$ cat config.mk
export PLATFORM = sky130hd
export DESIGN_NAME = tile_sched_flat
export DESIGN_NICKNAME = d
export VERILOG_FILES = /design/src/rtl/tile_sched_pkg.sv /design/src/rtl/tile_sched_if.sv /design/src/rtl/tile_sched_argmax_serial.sv /design/src/rtl/tile_sched.sv /design/src/flat_wrapper.sv
export SDC_FILE = /design/constraint.sdc
export NUM_CORES = 1
export LEC_CHECK = 0
export ABC_AREA = 0
export CAP_MARGIN = 20
export CELL_PAD_IN_SITES_DETAIL_PLACEMENT = 0
export CELL_PAD_IN_SITES_GLOBAL_PLACEMENT = 1
export CORE_MARGIN = 5
export CORE_UTILIZATION = 40
export DETAILED_ROUTE_END_ITERATION = 16
export GPL_TIMING_DRIVEN = 1
export PLACE_DENSITY = 0.8
export SYNTH_ARGS = -nofsm -noshare
export SYNTH_HDL_FRONTEND = slang
export SYNTH_SLANG_ARGS = --single-unit
$ cat constraint.sdc
create_clock -name clk -period 7.1 [get_ports clk]
set_input_delay 1.42 -clock clk [delete_from_list [all_inputs] [get_ports clk]]
set_output_delay 1.42 -clock clk [all_outputs]
set_load 0.05 [all_outputs]
$ cat src/rtl/tile_sched_pkg.sv
// Shared types and constants for the tile batch sequencer and the tile it drives.
package tile_sched_pkg;

  localparam int unsigned OUTPUT_SZ = 10;
  localparam logic signed [31:0] FIXED_1 = 32'sh0001_0000;

  typedef enum logic [2:0] {
    S_IDLE,
    S_FETCH,
    S_START,
    S_RUN,
    S_SCORE,
    S_NEXT,
    S_FINISH
  } sched_state_t;

endpackage

$ cat src/rtl/tile_sched_if.sv
// Fetch port (image store) and tile control/result port seen by the sequencer.
interface tile_sched_if #(
  parameter int unsigned IDX_W     = 16,
  parameter int unsigned OUTPUT_SZ = tile_sched_pkg::OUTPUT_SZ
);
  logic                        img_req;
  logic [IDX_W-1:0]            img_addr;
  logic                        img_ack;
  logic [7:0]                  img_label;
  logic                        tile_start_fp;
  logic                        tile_start_bp;
  logic [7:0]                  tile_label;
  logic                        tile_done;
  logic [OUTPUT_SZ-1:0][31:0]  tile_result;

  modport master (
    output img_req, img_addr, tile_start_fp, tile_start_bp, tile_label,
    input  img_ack, img_label, tile_done, tile_result
  );

  modport slave (
    input  img_req, img_addr, tile_start_fp, tile_start_bp, tile_label,
    output img_ack, img_label, tile_done, tile_result
  );
endinterface

$ cat src/rtl/tile_sched_argmax_serial.sv
// Serial signed argmax over a registered snapshot of the tile outputs.
module argmax_serial #(
  parameter  int unsigned OUTPUT_SZ = tile_sched_pkg::OUTPUT_SZ,
  localparam int unsigned KW        = (OUTPUT_SZ > 1) ? $clog2(OUTPUT_SZ) : 1
) (
  input  logic                       clk,
  input  logic                       rst,
  input  logic                       load,
  input  logic [OUTPUT_SZ-1:0][31:0] result,
  output logic                       valid,
  output logic [KW-1:0]              best_idx
);

  localparam logic [KW-1:0] K_LAST = KW'(OUTPUT_SZ - 1);

  logic [OUTPUT_SZ-1:0][31:0] snap_q, snap_d;
  logic [KW-1:0]              k_q, k_d;
  logic [KW-1:0]              best_idx_q, best_idx_d;
  logic signed [31:0]         best_q, best_d;
  logic                       active_q, active_d;
  logic signed [31:0]         cur;
  logic                       take;

  // Strictly-greater replacement keeps ties on the lowest index.
  assign cur      = snap_q[k_q];
  assign take     = (k_q == '0) || (cur > best_q);
  assign best_idx = take ? k_q : best_idx_q;
  assign valid    = active_q && (k_q == K_LAST);

  always_comb begin
    snap_d     = snap_q;
    k_d        = k_q;
    best_d     = best_q;
    best_idx_d = best_idx_q;
    active_d   = active_q;
    if (load) begin
      snap_d   = result;
      k_d      = '0;
      active_d = 1'b1;
    end else if (active_q) begin
      if (take) begin
        best_d     = cur;
        best_idx_d = k_q;
      end
      if (k_q == K_LAST) active_d = 1'b0;
      else               k_d      = k_q + 1'b1;
    end
  end

  always_ff @(posedge clk or negedge rst) begin
    if (!rst) begin
      snap_q     <= '0;
      k_q        <= '0;
      best_q     <= '0;
      best_idx_q <= '0;
      active_q   <= 1'b0;
    end else begin
      snap_q     <= snap_d;
      k_q        <= k_d;
      best_q     <= best_d;
      best_idx_q <= best_idx_d;
      active_q   <= active_d;
    end
  end

endmodule

$ cat src/rtl/tile_sched.sv
// Batch sequencer: fetch image/label, launch tile (fp or bp), watchdog, score argmax vs label.
module tile_sched #(
  parameter int unsigned OUTPUT_SZ   = tile_sched_pkg::OUTPUT_SZ,
  parameter int unsigned IDX_W       = 16,
  parameter int unsigned TIMEOUT_CYC = 8192
) (
  input  logic             clk,
  input  logic             rst,
  input  logic             go,
  input  logic             train,
  input  logic [IDX_W-1:0] num_images,
  input  logic             abort,
  tile_sched_if.master     bus,
  output logic             busy,
  output logic             batch_done,
  output logic [IDX_W-1:0] correct_cnt,
  output logic [IDX_W-1:0] img_cnt,
  output logic             err_timeout
);
  import tile_sched_pkg::*;

  localparam int unsigned KW      = (OUTPUT_SZ > 1) ? $clog2(OUTPUT_SZ) : 1;
  localparam int unsigned WD_W    = $clog2(TIMEOUT_CYC) + 1;
  localparam logic [WD_W-1:0] WD_LAST = WD_W'(TIMEOUT_CYC - 1);

  sched_state_t     state_q, state_d;
  logic             train_q, train_d;
  logic [IDX_W-1:0] num_q, num_d;
  logic [IDX_W-1:0] idx_q, idx_d;
  logic [IDX_W-1:0] correct_q, correct_d;
  logic [IDX_W-1:0] cnt_q, cnt_d;
  logic             err_q, err_d;
  logic [7:0]       label_q, label_d;
  logic [WD_W-1:0]  wd_q, wd_d;

  logic             score_load;
  logic             score_valid;
  logic [KW-1:0]    best_idx;
  logic             hit;

  // best_idx never reaches OUTPUT_SZ, so out-of-range labels cannot match.
  assign hit        = (8'(best_idx) == label_q);
  assign score_load = (state_q == S_RUN) && bus.tile_done && !abort;

  argmax_serial #(.OUTPUT_SZ(OUTPUT_SZ)) u_argmax (
    .clk      (clk),
    .rst      (rst),
    .load     (score_load),
    .result   (bus.tile_result),
    .valid    (score_valid),
    .best_idx (best_idx)
  );

  assign bus.img_req       = (state_q == S_FETCH);
  assign bus.img_addr      = idx_q;
  assign bus.tile_start_fp = (state_q == S_START) && !abort && !train_q;
  assign bus.tile_start_bp = (state_q == S_START) && !abort &&  train_q;
  assign bus.tile_label    = label_q;
  assign busy              = (state_q != S_IDLE);
  assign batch_done        = (state_q == S_FINISH);
  assign correct_cnt       = correct_q;
  assign img_cnt           = cnt_q;
  assign err_timeout       = err_q;

  always_comb begin
    state_d   = state_q;
    train_d   = train_q;
    num_d     = num_q;
    idx_d     = idx_q;
    correct_d = correct_q;
    cnt_d     = cnt_q;
    err_d     = err_q;
    label_d   = label_q;
    wd_d      = wd_q;
    case (state_q)
      S_IDLE: begin
        if (go) begin
          train_d   = train;
          num_d     = num_images;
          idx_d     = '0;
          correct_d = '0;
          cnt_d     = '0;
          err_d     = 1'b0;
          state_d   = (num_images == '0) ? S_FINISH : S_FETCH;
        end
      end
      S_FETCH: begin
        if (abort) state_d = S_FINISH;
        else if (bus.img_ack) begin
          label_d = bus.img_label;
          state_d = S_START;
        end
      end
      S_START: begin
        if (abort) state_d = S_FINISH;
        else begin
          wd_d    = '0;
          state_d = S_RUN;
        end
      end
      S_RUN: begin
        if (abort)              state_d = S_FINISH;
        else if (bus.tile_done) state_d = S_SCORE;
        else if (wd_q == WD_LAST) begin
          err_d   = 1'b1;
          state_d = S_FINISH;
        end else wd_d = wd_q + 1'b1;
      end
      S_SCORE: begin
        if (abort) state_d = S_FINISH;
        else if (score_valid) begin
          if (hit && correct_q != '1) correct_d = correct_q + 1'b1;
          if (cnt_q != '1)            cnt_d     = cnt_q + 1'b1;
          state_d = S_NEXT;
        end
      end
      S_NEXT: begin
        if (abort) state_d = S_FINISH;
        else begin
          idx_d   = idx_q + 1'b1;
          state_d = (idx_q + 1'b1 == num_q) ? S_FINISH : S_FETCH;
        end
      end
      S_FINISH: state_d = S_IDLE;
      default:  state_d = S_IDLE;
    endcase
  end

  always_ff @(posedge clk or negedge rst) begin
    if (!rst) begin
      state_q   <= S_IDLE;
      train_q   <= 1'b0;
      num_q     <= '0;
      idx_q     <= '0;
      correct_q <= '0;
      cnt_q     <= '0;
      err_q     <= 1'b0;
      label_q   <= '0;
      wd_q      <= '0;
    end else begin
      state_q   <= state_d;
      train_q   <= train_d;
      num_q     <= num_d;
      idx_q     <= idx_d;
      correct_q <= correct_d;
      cnt_q     <= cnt_d;
      err_q     <= err_d;
      label_q   <= label_d;
      wd_q      <= wd_d;
    end
  end

endmodule

$ cat src/flat_wrapper.sv
// flat-port wrapper written by rule: the top's interface ports become plain ports
module tile_sched_flat import tile_sched_pkg::*;
#(
  parameter int unsigned OUTPUT_SZ   = tile_sched_pkg::OUTPUT_SZ,
  parameter int unsigned IDX_W       = 16,
  parameter int unsigned TIMEOUT_CYC = 8192
)
  (clk, rst, go, train, num_images, abort, busy, batch_done, correct_cnt, img_cnt, err_timeout, bus_img_req, bus_img_addr, bus_tile_start_fp, bus_tile_start_bp, bus_tile_label, bus_img_ack, bus_img_label, bus_tile_done, bus_tile_result);
  tile_sched_if #(.IDX_W(IDX_W), .OUTPUT_SZ(OUTPUT_SZ)) bus_i ();
  input  logic clk;
  input  logic rst;
  input  logic go;
  input  logic train;
  input  logic [IDX_W-1:0] num_images;
  input  logic abort;
  output logic busy;
  output logic batch_done;
  output logic [IDX_W-1:0] correct_cnt;
  output logic [IDX_W-1:0] img_cnt;
  output logic err_timeout;
  output wire logic [$bits(bus_i.img_req)-1:0] bus_img_req;
  output wire logic [$bits(bus_i.img_addr)-1:0] bus_img_addr;
  output wire logic [$bits(bus_i.tile_start_fp)-1:0] bus_tile_start_fp;
  output wire logic [$bits(bus_i.tile_start_bp)-1:0] bus_tile_start_bp;
  output wire logic [$bits(bus_i.tile_label)-1:0] bus_tile_label;
  input wire logic [$bits(bus_i.img_ack)-1:0] bus_img_ack;
  input wire logic [$bits(bus_i.img_label)-1:0] bus_img_label;
  input wire logic [$bits(bus_i.tile_done)-1:0] bus_tile_done;
  input wire logic [$bits(bus_i.tile_result)-1:0] bus_tile_result;
  assign bus_img_req = bus_i.img_req;
  assign bus_img_addr = bus_i.img_addr;
  assign bus_tile_start_fp = bus_i.tile_start_fp;
  assign bus_tile_start_bp = bus_i.tile_start_bp;
  assign bus_tile_label = bus_i.tile_label;
  assign bus_i.img_ack = bus_img_ack;
  assign bus_i.img_label = bus_img_label;
  assign bus_i.tile_done = bus_tile_done;
  assign bus_i.tile_result = bus_tile_result;
  tile_sched #(.OUTPUT_SZ(OUTPUT_SZ), .IDX_W(IDX_W), .TIMEOUT_CYC(TIMEOUT_CYC)) u_core (.clk(clk), .rst(rst), .go(go), .train(train), .num_images(num_images), .abort(abort), .bus(bus_i), .busy(busy), .batch_done(batch_done), .correct_cnt(correct_cnt), .img_cnt(img_cnt), .err_timeout(err_timeout));
endmodule
==> impl_metrics.toml <==
[outcome]
status = "finished clean"

[pwr]
leakage_nw = 13.4
powerDensity_nw_per_um2 = 404
peakVddDrop_uv = 209

[setup_path]
worst_ep_required_time_ns = 7.64
r2r_slack_ns = 1.40
crit_fanout = 27
rr_worst_depth = 15
r2r_end = "u_core.correct_cnt[4]"
path_class = "flop to flop"
reg2reg_from = "u_core.u_argmax.k_q[0]"
critPathArrivalTime_ns = 6.24
critPathLaunchType = "flop"
crit_path_end_kind = "flop"

[floorplan]
dieArea_um2 = 59200
rows = 85
fp.dieH_um = 243
core_area_um2 = 53800
initial_utilization = 0.404
boundaryPins = 413
die_x_um = 243

[synthesis]
synth-compound-area-share = 0.0604
synthCells = 2400
synth-edff-count = 0
synth_ff_type = "dfrtp_1"
synth_top_family_by_area = "simple AND/OR/NAND/NOR gates"
synth_area_um2 = 21800
synth_top_area_share = 0.520
yosys.area_share.simple = 0.253
synth_warnings = 0
synthTopCellsByCount = "nand2_1, dfrtp_1, clkbuf_1"
synth_xor_area_frac = 0.0242
synth-seq-cells = 452
synth_seq_area_share = 0.520
synth_cell_types = 66
synth_fa_ha_area_frac = 0.0224
synth_top_cell_by_area = "dfrtp_1"
avgSynthCellArea_um2 = 9.07
synth_area_leaders = "dfrtp_1, nand2_1, mux4_2"
syn_nets = 2790
async_reset_ff_frac = 1.00
muxShareOfSynthArea = 0.0895
synth_most_common_cell = "nand2_1"

[timing]
finalSetupTns_ns = 0
layout_setup_ws_ns = 1.40
worst_pin_slew_ns = 1.08
max-slew-margin-rel = 0.281
period_share = 0.803
slew_viol_final = 0
min_period_ns = 5.70
hold_viol = 0
rsz0062_at_grt = "no"
setup_viol_count_final = 0
fin_worst_skew_ns = 0.0357
max_freq_mhz = 175

[detailed_routing]
drt_iter0_drc = 1309
wl_um = 66200
ant_nets = 0
drc = 0
vias = 17918
wl_per_cell_um = 19.0
drt-vias-per-instance = 5.14
drtPass1Iterations = 5

[final_layout]
drive_gt1_frac = 0.0818
fin_cells = 3486
fillers = 4964
multi_input_area_um2 = 9800
area_delta_synth_final_pct = 29.2
fin_util = 0.522
nets = 3139
stdcell_area_um2 = 28100
seqCellArea_um2 = 11300

[run]
maxCapViolations = 0

[placed_design]
post-place-ws_ns = 1.46
dp_hpwl_um = 47700
gp_congestion = 0.846
port_buffers = 412
place_area_um2 = 26500
dp_cells = 3392

[grt]
antenna_found_initial = 3
grt_pass1_vias = 18720
grtUsageTotal = 0.219
grt_first_pass_wirelength_um = 104000
grt_max_degree = 229
gr-total-overflow = 0

[clock_network]
cts_sinks = 452
path_clk_slew_ns = 0.06
hold_buffers = 0
clk_latency_ns = 0.61
h-tree-depth = 2
cts_post_setup_buffers_inserted = 0
cts-resized-gates = 0
cts.path.max_buffers = 3
tritoncts = "yes"
clockRootBuffer = "clkbuf_16"
cts_made_buffers = 50

[hold_path]
min_to = "u_core.u_argmax.snap_q[116]"
hold_path_startpoint = "u_core.u_argmax.snap_q[116]"
hold_depth = 2
min_path_type = "flop to flop"
==> layer usage <==
metal	routed length [um]	track usage
met5	0	0
met4	2430	0.0848
met3	2760	0.0294
met2	34800	0.393
met1	26100	0.269
==> worst max-delay path by stage <==
stage,endpoint,start,cells past startpoint
after floorplan,u_core.correct_cnt[12],u_core.u_argmax.k_q[0],18
after CTS,u_core.correct_cnt[4],u_core.u_argmax.k_q[0],15
final,u_core.correct_cnt[4],u_core.u_argmax.k_q[0],15
after global placement,u_core.correct_cnt[4],u_core.u_argmax.k_q[1],15
after global routing,u_core.correct_cnt[4],u_core.u_argmax.k_q[0],15
after detailed placement,u_core.correct_cnt[4],u_core.u_argmax.k_q[0],15
==> per-stage QoR <==
step                hold WS [ns]  power (mW)
finish                     0.470        11.4
detailed placement         0.458        8.82
global placement           0.454        8.67
global route               0.487        12.1
CTS                        0.472        11.4
floorplan                  0.440        7.29
==> sequential cells by signal, indices dropped and copies added, names as in the netlist <==
| name | cells |
|---|---|
| u_core.correct_cnt | 16 |
| u_core.u_argmax.best_q | 32 |
| u_core.u_argmax.k_q | 4 |
| u_core.num_q | 16 |
| u_core.u_argmax.snap_q | 320 |
| u_core.wd_q | 14 |
| u_core.bus.img_addr | 16 |
| u_core.u_argmax.active_q | 1 |
| u_core.u_argmax.best_idx_q | 4 |
| u_core.train_q | 1 |
| u_core.bus.tile_label | 8 |
| u_core.state_q | 3 |
| u_core.err_timeout | 1 |
| u_core.img_cnt | 16 |
==> placed cells by master, fill, tap and decap left out, types with 5 or more instances in the layout <==
cell type	instances
clkbuf_1	13
mux4_2	64
nor4_1	7
xnor2_1	30
dfrtp_1	450
mux2_2	45
or3_1	6
a21oi_1	21
and3_1	18
clkbuf_8	11
xor2_1	30
nand2_1	1138
nand3_1	36
inv_1	42
clkbuf_16	51
nor2_1	74
buf_4	15
o21ai_0	89
clkinv_2	10
nor3b_1	5
ha_1	39
clkdlybuf4s50_1	411
nand4_1	17
a221o_1	13
a22oi_1	34
and4_1	8
nor3_1	15
nor2b_1	7
==> critical path, stage by stage (launching register included) <==
cell and delay [ns]:
dfrtp_4 0.75, buf_4 0.51, mux4_2 0.58, a22oi_1 0.26, o21ai_0 0.16, ha_1 0.33, a21oi_1 0.16, o21ai_0 0.13
a221oi_1 0.40, nor3_2 0.09, o41ai_2 0.76, o211ai_2 0.17, a211oi_2 0.33, and4b_1 0.60, nor3b_1 0.25, a211o_1 0.11
==> final cells by class <==
type                            count  share of cell area
Sequential cell                   452               0.403
Clock buffer                       75              0.0525
Inverter                           44             0.00588
Clock inverter                     15             0.00534
Timing Repair Buffer              431               0.154
Multi-Input combinational cell   1770               0.349
Tap cell                          696              0.0310
Antenna cell                        3            0.000267
==> power by group <==
part | internal [mW] | switching [mW]
combinational | 1.98 | 2.45
clock | 1.51 | 1.06
sequential | 3.60 | 0.759
==> logic make-up (layout without fill, tap and decap cells) <==
logic type	after synthesis	after routing
buffers and inverters	178	565
XOR/XNOR	60	60
adder cells (fa/ha/maj)	39	39
multiplexers	109	109
other	0	3
AND/OR/NAND/NOR	1363	1363
flip-flops	452	452
AO/OA/AOI/OAI	199	199
Power figures use the tool's default switching activity.
